==> config.mk <==
export PLATFORM = sky130hd
export DESIGN_NAME = regfile_write_arbiter
export DESIGN_NICKNAME = d
export VERILOG_FILES = /design/src/rtl/regfile_write_arbiter_pkg.sv /design/src/rtl/rr_arbiter2.sv /design/src/rtl/regfile_write_arbiter.sv
export SDC_FILE = /design/constraint.sdc
export NUM_CORES = 1
export LEC_CHECK = 0
export BUFFER_PORTS_ARGS = -buffer_cell sky130_fd_sc_hd__buf_2
export CORE_ASPECT_RATIO = 1.2
export CORE_MARGIN = 5
export CORE_UTILIZATION = 35
export DETAILED_ROUTE_END_ITERATION = 6
export HOLD_SLACK_MARGIN = 0.08
export PLACE_DENSITY = 0.69
export SETUP_SLACK_MARGIN = 0.3
export SYNTH_ARGS = -nofsm -noshare
export SYNTH_HDL_FRONTEND = slang
export SYNTH_SLANG_ARGS = --single-unit
export TNS_END_PERCENT = 1
==> constraint.sdc <==
create_clock -name Clk -period 3.3 [get_ports Clk]
set_clock_uncertainty 0.2 [all_clocks]
set_input_delay 0.33 -clock Clk [delete_from_list [all_inputs] [get_ports Clk]]
set_output_delay 0.33 -clock Clk [all_outputs]
set_load 0.01 [all_outputs]
==> src/rtl/regfile_write_arbiter_pkg.sv <==
// Shared types and defaults for the register-file write arbiter.
// State and requester encodings used by the top and by rr_arbiter2.
package regfile_write_arbiter_pkg;

  localparam int ADDR_W_DEF   = 5;
  localparam int DATA_W_DEF   = 32;
  localparam int NUM_REGS_DEF = 32;

  typedef enum logic {
    ST_CLEAR = 1'b0,
    ST_RUN   = 1'b1
  } state_e;

  typedef enum logic {
    REQ_A = 1'b0,
    REQ_B = 1'b1
  } req_id_e;

endpackage

==> src/rtl/rr_arbiter2.sv <==
// Two-way round-robin grant with a single priority-pointer flop.
// The pointer moves only when both requesters competed in an enabled cycle.
module rr_arbiter2
  import regfile_write_arbiter_pkg::*;
(
  input  logic clk,
  input  logic rst_n,
  input  logic enable,
  input  logic valid_a,
  input  logic valid_b,
  output logic ready_a,
  output logic ready_b
);

  req_id_e ptr_q;

  always_comb begin
    ready_a = enable && valid_a && (!valid_b || ptr_q == REQ_A);
    ready_b = enable && valid_b && (!valid_a || ptr_q == REQ_B);
  end

  // NOTE: state flops use non-blocking assignments so every flop samples
  // pre-edge values regardless of process ordering.
  always_ff @(posedge clk or negedge rst_n) begin
    if (!rst_n) begin
      ptr_q <= REQ_A;
    end else if (enable && valid_a && valid_b) begin
      ptr_q <= (ptr_q == REQ_A) ? REQ_B : REQ_A;
    end
  end

endmodule

==> src/rtl/regfile_write_arbiter.sv <==
// Shares the register-file write port between ALU (A) and load (B) writeback.
// Define REGFILE_WRITE_ARBITER_CLEAR_EN to zero registers 1..NUM_REGS-1 after reset.
module regfile_write_arbiter
  import regfile_write_arbiter_pkg::*;
#(
  parameter int                ADDR_W      = ADDR_W_DEF,
  parameter int                DATA_W      = DATA_W_DEF,
  parameter int                NUM_REGS    = NUM_REGS_DEF,
  parameter logic [DATA_W-1:0] CLEAR_VALUE = '0
) (
  input  logic              Clk,
  input  logic              ResetN,
  input  logic              ValidA,
  input  logic [ADDR_W-1:0] AddrA,
  input  logic [DATA_W-1:0] DataA,
  output logic              ReadyA,
  input  logic              ValidB,
  input  logic [ADDR_W-1:0] AddrB,
  input  logic [DATA_W-1:0] DataB,
  output logic              ReadyB,
  output logic [ADDR_W-1:0] WriteRegister,
  output logic [DATA_W-1:0] WriteData,
  output logic              RegWrite,
  output logic              Busy
);

  localparam logic [ADDR_W-1:0] LAST_IDX = ADDR_W'(NUM_REGS - 1);

  logic              in_clear;
  logic [ADDR_W-1:0] clear_addr;

`ifdef REGFILE_WRITE_ARBITER_CLEAR_EN
  state_e            state_q, state_d;
  logic [ADDR_W-1:0] clear_idx_q, clear_idx_d;

  always_ff @(posedge Clk or negedge ResetN) begin
    if (!ResetN) begin
      state_q     <= ST_CLEAR;
      clear_idx_q <= ADDR_W'(1);
    end else begin
      state_q     <= state_d;
      clear_idx_q <= clear_idx_d;
    end
  end

  // NOTE: every always_comb output gets a default first so no path leaves
  // it unassigned, which would infer a latch.
  always_comb begin
    state_d     = state_q;
    clear_idx_d = clear_idx_q;
    case (state_q)
      ST_CLEAR: begin
        clear_idx_d = clear_idx_q + 1'b1;
        if (clear_idx_q == LAST_IDX) state_d = ST_RUN;
      end
      ST_RUN:  state_d = ST_RUN;
      default: state_d = ST_RUN;
    endcase
  end

  assign in_clear   = (state_q == ST_CLEAR);
  assign clear_addr = clear_idx_q;
`else
  // Without the clear sequence the arbiter is always serving requesters.
  assign in_clear   = 1'b0;
  assign clear_addr = LAST_IDX;
`endif

  assign Busy = in_clear;

  rr_arbiter2 u_arb (
    .clk     (Clk),
    .rst_n   (ResetN),
    .enable  (!in_clear),
    .valid_a (ValidA),
    .valid_b (ValidB),
    .ready_a (ReadyA),
    .ready_b (ReadyB)
  );

  // Writes to register 0 complete the handshake but never assert RegWrite.
  always_ff @(posedge Clk or negedge ResetN) begin
    if (!ResetN) begin
      WriteRegister <= '0;
      WriteData     <= '0;
      RegWrite      <= 1'b0;
    end else if (in_clear) begin
      WriteRegister <= clear_addr;
      WriteData     <= CLEAR_VALUE;
      RegWrite      <= 1'b1;
    end else if (ReadyA) begin
      WriteRegister <= AddrA;
      WriteData     <= DataA;
      RegWrite      <= (AddrA != '0);
    end else if (ReadyB) begin
      WriteRegister <= AddrB;
      WriteData     <= DataB;
      RegWrite      <= (AddrB != '0);
    end else begin
      RegWrite      <= 1'b0;
    end
  end

endmodule

Yosys cells after proc, flatten, opt, wreduce, memory -nomap -nowiden. Cells that the tools add are included.

Register bits after elaboration: 39. Word-level logic and storage cells: 22. Input bits: 78. Output and inout bits: 41.

Bitwise logic cells: 1. Reduce and logical (&&, ||, !) cells: 10. Mux-type cells: 7.

Operator list (count): 32-bit two-way mux (2); 5-bit two-way mux (2); 5-bit nonzero test (2); 1-bit logical AND (3); 1-bit two-way mux (3); 1-bit logical NOT (2); 1-bit logical OR (2); 2-bit nonzero test (1); 1-bit inverter (1).

Logic depth before layout (Yosys ltp). Gate-level depths: netlist of run 1.

Depth in word-level cells: 5. Depth in mapped cells: 6. Depth with buffers taken out: 3.

Hierarchy. From an unflattened synthesis of run 1, not the netlist that was laid out.

Cells, all modules: 177. Area, all modules: 1823.0 sq um.

Modules (own cells, without submodules): regfile_write_arbiter (instances 1, seq. area each 950.9 sq um, cells an instance 169, area each 1762.9 sq um); rr_arbiter2 (instances 1, seq. area each 25.0 sq um, cells an instance 8, area each 60.1 sq um).

Worst setup path before layout of run 1. Ideal clock, no wire load.

Kind: in2out. Start point: input ValidB. End point: output ReadyA. Path slack: 1.709 ns. Arrival: 1.061 ns. Path buffers: 3. Stages on the path: 5. Data required time: 2.770 ns. Path through: buf_2 a21bo_2 buf_6 buf_6 inv_1.

Longest elaborated chain between the ends: 3.

RTL lines: start: declaration (RTL line regfile_write_arbiter.sv:17) `input logic ValidB,`; 1-bit logical NOT (RTL line rr_arbiter2.sv:18) `ready_a = enable && valid_a && (!valid_b || ptr_q == REQ_A);`; 1-bit logical OR (RTL line rr_arbiter2.sv:18); 1-bit logical AND (RTL line rr_arbiter2.sv:18); end: declaration (RTL line regfile_write_arbiter.sv:16) `output logic ReadyA,`.

No other way between the ends.

Worst setup path in the final report of run 1.
Start point: register u_arb.ptr_q. End point: output ReadyA.

Longest elaborated chain between the ends: 3.

RTL lines: start: declaration (RTL line rr_arbiter2.sv:15) `req_id_e ptr_q;`; start signal: assignment (RTL line rr_arbiter2.sv:28) `ptr_q <= (ptr_q == REQ_A) ? REQ_B : REQ_A;`; 1-bit inverter (RTL line rr_arbiter2.sv:18); 1-bit logical OR (RTL line rr_arbiter2.sv:18); 1-bit logical AND (RTL line rr_arbiter2.sv:18).

No other way between the ends.

==> results of run 1 <==
-- worst max-delay path: stages, from the launching register on --
cell	delay [ns]
sky130_fd_sc_hd__dfrtp_1	0.47
sky130_fd_sc_hd__a21bo_2	0.47
sky130_fd_sc_hd__inv_1	0.07
sky130_fd_sc_hd__buf_2	0.15
-- power by group through the flow --
stage | logic (W) | clock network, W | registers (W)
floorplan | 0.000197 | 0 | 0.000697
global placement | 0.000430 | 0 | 0.000652
detailed placement | 0.000438 | 0 | 0.000655
CTS | 0.000468 | 0.000361 | 0.000647
global route | 0.000510 | 0.000376 | 0.000662
finish | 0.000461 | 0.000345 | 0.000646
-- routing by layer --
layer	wire length, um	global-route usage (%)	vias to the layer above
met4	62	3.498	0
met1	2069	19.90	873
met2	2843	29.69	79
met3	523	3.750	6
met5	0	0	-
li1	-	-	910
-- area by class of cell --
type	count	share of cell area, %
Clock buffer	8	3.560
Sequential cell	39	34.71
Multi-Input combinational cell	88	20.56
Tap cell	60	2.670
Inverter	39	5.207
Timing Repair Buffer	153	33.29
-- per-stage QoR --
step / hold WS (ns) / utilization [%] / cell area [um2]
CTS: 0.08082 / 56.51 / 2811
detailed placement: 0.3102 / 48.06 / 2391
global placement: 0.3056 / 48.06 / 2391
global route: 0.1031 / 56.51 / 2811
floorplan: -0.1656 / - / 1799
finish: 0.09176 / 56.51 / 2811
-- cell usage in the layout (no fill, tap or decap), drive strengths merged, types with 3 or more instances in the layout --
master,netlist,final
a21oi,34,34
dfrtp,39,39
buf,13,121
dlygate4sd3,0,32
o22ai,37,37
a31oi,3,3
clkbuf,0,8
inv,39,39
mux2,3,3
-- logic make-up (layout without fill, tap and decap cells) --
| group | Yosys count | in the layout | synth area share [%] |
|---|---|---|---|
| DFF | 39 | 39 | 54.24 |
| buffers and inverters | 52 | 200 | 13.63 |
| muxes | 3 | 3 | 1.877 |
| xor gates and xnor gates | 1 | 1 | 0.4869 |
| other | 1 | 1 | 0.2084 |
| AOI/OAI and AO/OA | 77 | 77 | 27.82 |
| and+or+nand+nor | 6 | 6 | 1.738 |
-- state kept, by name (all words and copies together), names as in the netlist --
name	cells
WriteData	32
WriteRegister	5
u_arb.ptr_q	1
RegWrite	1
-- how the worst max path moves through the flow --
stage / startpoint / endpoint / slack, ns / cells after the start
after floorplan: ValidB / ReadyA / 1.71 / 5
after global placement: ValidB / WriteData[2] / 1.39 / 5
after detailed placement: ValidB / WriteData[6] / 1.30 / 5
after CTS: u_arb.ptr_q / ReadyA / 1.32 / 3
after global routing: u_arb.ptr_q / ReadyA / 1.19 / 3
final: u_arb.ptr_q / ReadyA / 1.33 / 3
-- repair_timing --
action / in CTS / in global routing
resized for setup: 0 / 0
hold buffers: 32 / 0
endpoints found under the hold margin: 70 / 0
==> results, run 1 <==
- The worst setup path is launched from a register.
- The count of boundary I/O pins is 119.
- Buffers inserted during clock tree synthesis total 5.
- In this run the core area contains 28 standard-cell rows.
- The part of the power in the clock network is 23.8%.
- Yosys attributes the largest share of cell area to sky130_fd_sc_hd__dfrtp_1 54%, sky130_fd_sc_hd__o22ai_1 10%, sky130_fd_sc_hd__a21oi_1 9.5%.
- Net switching is 31.77% of the power.
- For this run, design rule violations remaining after detail routing come to 0.
- The wire length per cell is 14.21 um.
- The end point of the most critical hold path is WriteData[5].
- The worst hold path belongs to the class input port to register.
- By count the netlist is led by 39 x sky130_fd_sc_hd__dfrtp_1, 39 x sky130_fd_sc_hd__inv_1, 34 x sky130_fd_sc_hd__a21oi_1.
- The first TritonRoute pass finished after 6 iterations.
- The net switching power of the design is 0.0004615 W.
- The wire length of the first global-routing pass is 8535 um.
- Global routing finished with a remaining overflow of 0.
- After synthesis, the mean cell area works out to 10.05 um2.
- For the worst setup path, the data required time is 2.77 ns.
- The combined flip-flop and latch cell area is 975.9 um2.
- Once placement completed, the tool counted placed cells totaling 347.
- The launch point of the worst hold path is DataB[5].
- The run finished with clean final reports.
- The number of antenna violations at the first check in global routing is 0.
- Counting every sink on the clock net gives 39.
- The number of hold violations in the final report was 0.
- Sequential elements use 54.24% of the synthesized area.
- The arrival time of the worst setup path is 1.44 ns.
- For this run, the number of Yosys warnings is 0.
- Overall power consumption after layout is estimated at 0.001453 W.
- The transition time at the pin with the least slew margin is 0.8670 ns.
- The maximum clock rate is 507.5 MHz.
- The sum of routed wire length over all layers is 5499 um.
- The longest clock path from root to sink contains 2 buffers.
- The static power due to leakage is 1.449 nW.
- For this run, asynchronously set or reset flops after synthesis account for 100.0%.
- The worst-case IR drop observed on VDD is 260.7 uV.
- At the end of the flow, the number of nets in the layout was 404.
- The area share of the largest cell type after synthesis is 54.24%.
- Entering global routing, the biggest net connects 40 pins.
- The slack of the critical path is 1.329 ns.
- The clock tree root buffer cell is sky130_fd_sc_hd__clkbuf_8.
- The number of setup buffers added after CTS is 0.
- The number of design-rule violations left by the first detailed-router iteration is 58.
- The number of enable flip-flop cells after synthesis is 0.
- The number of buffer cells added on primary ports is 117.
- The portion of the clock cycle consumed by the worst path in the final layout is 59.72%.
- The multi-input combinational cells in the finished layout cover a total of 578.1 um2.
- Headroom to the max-slew limit came out at 42.20%.
- The worst register-to-register path has a setup slack of 1.45 ns.
- The startpoint of the worst register-to-register path is u_arb.ptr_q.
- Setup violations remaining at the end of the flow were counted as 0.
- sky130_fd_sc_hd__dfrtp_1 takes more of the synthesized area than any other cell.
- Relative to the synthesized area, the layout overhead comes to 56.26%.
- The count of final max-slew check failures is 0.
- The number of global-route vias before repair is 1877.
- The count of unique library cells instantiated by Yosys is 21.
- Internal power comes to 0.0009913 W.
- Summing every instance area after synthesis gives 1799 um2.
- The number of inserted diodes is 0.
- After legalization and detailed placement, the total HPWL measured 3750 um.
- After detailed routing, the number of vias per cell comes to 4.827.
- The number of nets in the synthesized netlist is 257.
- The top fanout value on the critical path is 21.
- Along the worst hold path, the cell count comes to 3.
- Per report_power, the sequential group accounts for 44.5% of the total.
- The time the final worst path needs with I/O delays and setup is 1.971 ns.
- The power density normalized to cell area is 516.8 nW/um2.
- The synthesized flop and latch total is 39.
- The type of destination of the critical path is an output port.
- In the final layout, the share of cells above drive strength 1 is 43.12%.
- The die covers 6680 um2.
- Setup repair after global routing left no endpoint under its margin.
- Measured along the x axis, the die boundary spans 75.45 um.
- The initial utilization of the core area, before any placement, comes to 36.17%.
- Before CTS, the worst setup slack after placement is 1.300 ns.
- The final standard cell count with taps included and fillers excluded is 387.
- The weighted congestion at the end of routability-driven global placement is 0.7100.
- The number of standard cells after synthesis is 179.
- Global routing used 16.52% of the available tracks across all layers.
- In this run, the combinational gates consume 31.8% of the power.
- By startpoint and endpoint, the worst setup path is classified as register to output port.
- In this run the critical register-to-register path is captured at WriteData[6].
- After routing, the total negative slack on setup checks comes to 0 ns.
- Clock-pin slew was measured on the worst setup and hold paths at 0.08 ns.
- The layout has 433 filler cells.
- The later pin in the worst-skew pair is clocked with a latency of 0.28 ns.
- The floorplan step defined a core boundary enclosing 4975 um2.
- The die is 88.54 um tall.
- The total vias in the final route is 1868.
- In the synthesized netlist the dominant register cell turns out to be sky130_fd_sc_hd__dfrtp_1.
- In this run the remaining antenna-violating nets after routing total 0.
- The H-tree depth reported by CTS is 2.
- The number of max-cap violations is 0.
- The number of cells on the worst reg-to-reg path is 4.
- The TritonCTS clock tree is built.
Power figures use the tool's default switching activity.
==> inputs of run 2 (changes only) <==
--- a/config.mk
+++ b/config.mk
@@ -11,7 +11,7 @@
 export CORE_UTILIZATION = 35
 export DETAILED_ROUTE_END_ITERATION = 6
 export HOLD_SLACK_MARGIN = 0.08
-export PLACE_DENSITY = 0.69
+export PLACE_DENSITY = 0.71
 export SETUP_SLACK_MARGIN = 0.3
 export SYNTH_ARGS = -nofsm -noshare
 export SYNTH_HDL_FRONTEND = slang
==> constraint.sdc (replaced) <==
create_clock -name Clk -period 1.7 [get_ports Clk]
set_clock_uncertainty 0.2 [all_clocks]
set_input_delay 0.17 -clock Clk [delete_from_list [all_inputs] [get_ports Clk]]
set_output_delay 0.17 -clock Clk [all_outputs]
set_load 0.01 [all_outputs]
==> run 2 against run 1 <==
Net effect:
- die area is the same
- hold slack lost 0.0036 ns
- critical path depth grew 4
- final area grew 20%
- flip-flop and latch count is the same
- first-iteration DRC count grew 3.4%
- routed wire length grew 30%
- clock-buffer cell count shrank 2
- final cell count grew 14%
- register-to-register slack lost 1.3 ns
- power grew 110%
- non-clock buffer count grew 55
- highest routed layer unchanged
==> results, run 2 (synthesis gave the netlist of run 1 again) <==
- The maximum number of pins on one net before global-route repair was 25 (-38%).
- The arrival time of the worst setup path is 1.57 ns (+0.13 ns).
- The number of max-cap violations was 0 (unchanged).
- The number of buffer cells added on primary ports came to 117 (unchanged).
- More flip-flops sit in one register than any other, and that register is WriteData.
- The vertical die dimension came to 88.54 um (unchanged).
- The met2 usage in global routing is 39.67% (+10 points).
- The die width is 75.45 um (unchanged).
- The total clock buffers created by CTS is 5 (unchanged).
- The clock sink total is 39 (unchanged).
- The H-tree depth reported by CTS is 2 (unchanged).
- In this run the most used layer during global routing was met2.
- The number of global-route vias before repair is 2355 (+25%).
- By startpoint and endpoint, the worst setup path is classified as register to register.
- The total vias in the final route is 2209 (+18%).
- The area of the die was 6680 um2 (unchanged).
- Setup repair after global routing could not meet its margin everywhere.
- The worst slew slack as a fraction of its limit came to 64.09% (+22 points).
- The type of destination of the critical path is a register.
- The count of final max-slew check failures is 0 (unchanged).
- The power density normalized to cell area is 892.4 nW/um2 (+73%).
- In the layout the commonest cells are 116 x sky130_fd_sc_hd__buf_2, 75 x sky130_fd_sc_hd__dlygate4sd3_1, 38 x sky130_fd_sc_hd__dfrtp_1, 38 x sky130_fd_sc_hd__inv_1, 31 x sky130_fd_sc_hd__a21oi_1.
- The sum of routed wire length over all layers was 7176 um (+30%).
- The remaining global-route overflow came to 0 (unchanged).
- The portion of the clock cycle consumed by the worst path in the final layout is 92.70%.
- The row count is 28 (unchanged).
- The met1 routing resource usage after global routing came to 24.76% (+4.9 points).
- The root buffer cell chosen for the clock tree is sky130_fd_sc_hd__clkbuf_8.
- The static power due to leakage is 1.688 nW (+17%).
- The wire length per cell is 16.24 um (+14%).
- The weighted congestion at the end of routability-driven global placement is 0.7240 (+2.0%).
- The detailed placer's ending HPWL is 3735 um (-0.40%).
- The latest clock arrival within the worst-skew pair is 0.28 ns (about the same).
- The final net count is 461 (+14%).
- The global-route met3 utilization is 4.659% (+0.91 points).
- The worst setup path is launched from a register.
- The placeable core area is 4975 um2 (unchanged).
- The data required time at the worst endpoint is 1.69 ns (-1.08 ns).
- The layout cell share with drive strength beyond 1 is 41.36% (-1.8 points).
- Static timing analysis puts the maximum clock frequency at 634.6 MHz.
- The wire length of the first global-routing pass is 10980 um (+29%).
- The maximum vdd drop is 542.5 uV (+110%).
- The worst min-delay path category is input port to register.
- The number of design-rule violations left by the first detailed-router iteration came to 60 (+3.4%).
- The starting density of the core is 36.17% (unchanged).
- The global-route usage over all layers was 21.92% (+5.4 points).
- The final routed DRC violation total is 0 (unchanged).
- The count of boundary I/O pins is 119 (unchanged).
- The cell area reported after detailed placement was 2429 um2 (+1.6%).
- The time the final worst path needs with I/O delays and setup is 1.576 ns.
- The final standard cell utilization of the core came to 67.61% (+11 points).
- The post-route antenna net violation count is 0 (unchanged).
- The number of flip-flops under the largest register name is 32 (unchanged).
- The number of antenna violations at the first check in global routing was 0 (unchanged).
- TritonCTS built the clock tree.
- The number of hold violations in the final report is 0 (unchanged).
- The clock-pin slew on the worst setup and hold paths is 0.07 ns (about the same).
- The number of inserted diodes came to 0 (unchanged).
- The most common cell after layout, fill and taps aside is sky130_fd_sc_hd__buf_2.
- The vias per cell is 4.998 (+3.5%).
- The largest registers in the layout are WriteData x32, WriteRegister x5.
- The transition time at the pin with the least slew margin is 0.5387 ns (-0.3283 ns).
- The number of iterations in the first detailed-routing pass came to 5 (-1).
- The maximum root-to-sink buffer count was 2 (unchanged).
- The post-synthesis to final-layout area growth is 86.93%.
- The final instance area came to 3363 um2 (+20%).
- The top fanout value on the critical path came to 17 (-19%).
- The flow ran to the end, and the final reports show no timing, DRC or antenna violations.
- The number of failing setup endpoints in the final timing report is 0 (unchanged).
## run 2: what timing repair did
action                                  4_1_cts  5_1_grt
hold endpoints to repair                     65        2
cloned                                        2        0
gates resized for setup                       7        3
hold buffers                                 75        2
pin swaps                                     2        1
setup buffers                                 7        0
endpoints found under the setup margin       40       40
## run 2: metal layers
metal	part of all wire, %	vias up	routed length, um
met2	53	135	3810
met4	2.8	0	199
met1	36	1028	2554
met3	8.5	22	611
met5	0	-	0
li1	-	1024	-
## run 2: final timing paths
| check | start | endpoint | slack [ns] | depth (start not counted) |
|---|---|---|---|---|
| min in group asynchronous | ResetN | WriteData[18] | 0.23 | 2 |
| min reg2reg | WriteRegister[2] | WriteRegister[2] | 0.35 | 2 |
| min | AddrA[1] | RegWrite | 0.09 | 4 |
| max | u_arb.ptr_q | WriteData[28] | 0.12 | 7 |
| max reg2reg | u_arb.ptr_q | WriteData[28] | 0.12 | 7 |
| max in group asynchronous | ResetN | u_arb.ptr_q | 0.50 | 3 |
## run 2: critical path, cell delays in order, from the launching register on
cell and delay (ns):
sky130_fd_sc_hd__dfrtp_2 0.44, sky130_fd_sc_hd__buf_6 0.13, sky130_fd_sc_hd__inv_2 0.04, sky130_fd_sc_hd__a21boi_2 0.05
sky130_fd_sc_hd__buf_4 0.13, sky130_fd_sc_hd__buf_4 0.12, sky130_fd_sc_hd__buf_4 0.19, sky130_fd_sc_hd__a21oi_1 0.19
## run 2: area by class of cell
class / instances / area [um2]
multi-input cells: 90 / 621.8
flip-flops and latches: 39 / 977.2
fillers: 389 / 1612
inverters: 39 / 146.4
repair buffers: 208 / 1470
well taps: 60 / 75.07
clock buffers: 6 / 72.57
## run 2: metrics by stage
stage | setup WS (ns) | hold slack (ns) | std cells | power [W] | setup TNS, ns
after detailed placement | -0.003085 | -0.01362 | 352 | 0.002139 | -0.003085
after CTS | 0.1379 | 0.1414 | 442 | 0.003001 | 0
after global routing | 0.09097 | 0.1091 | 442 | 0.003181 | 0
final | 0.1242 | 0.08816 | 442 | 0.003002 | 0
after floorplan | 0.3182 | -0.3256 | 179 | 0.001734 | 0
after global placement | 0.05487 | -0.03133 | 352 | 0.002114 | 0
## run 2: power by group
group / switching (W) / internal (W) / total, W
Clock: 0.000277 / 0.000273 / 0.000550
Combinational: 0.000583 / 0.000608 / 0.00119
Sequential: 0.000130 / 0.00113 / 0.00126
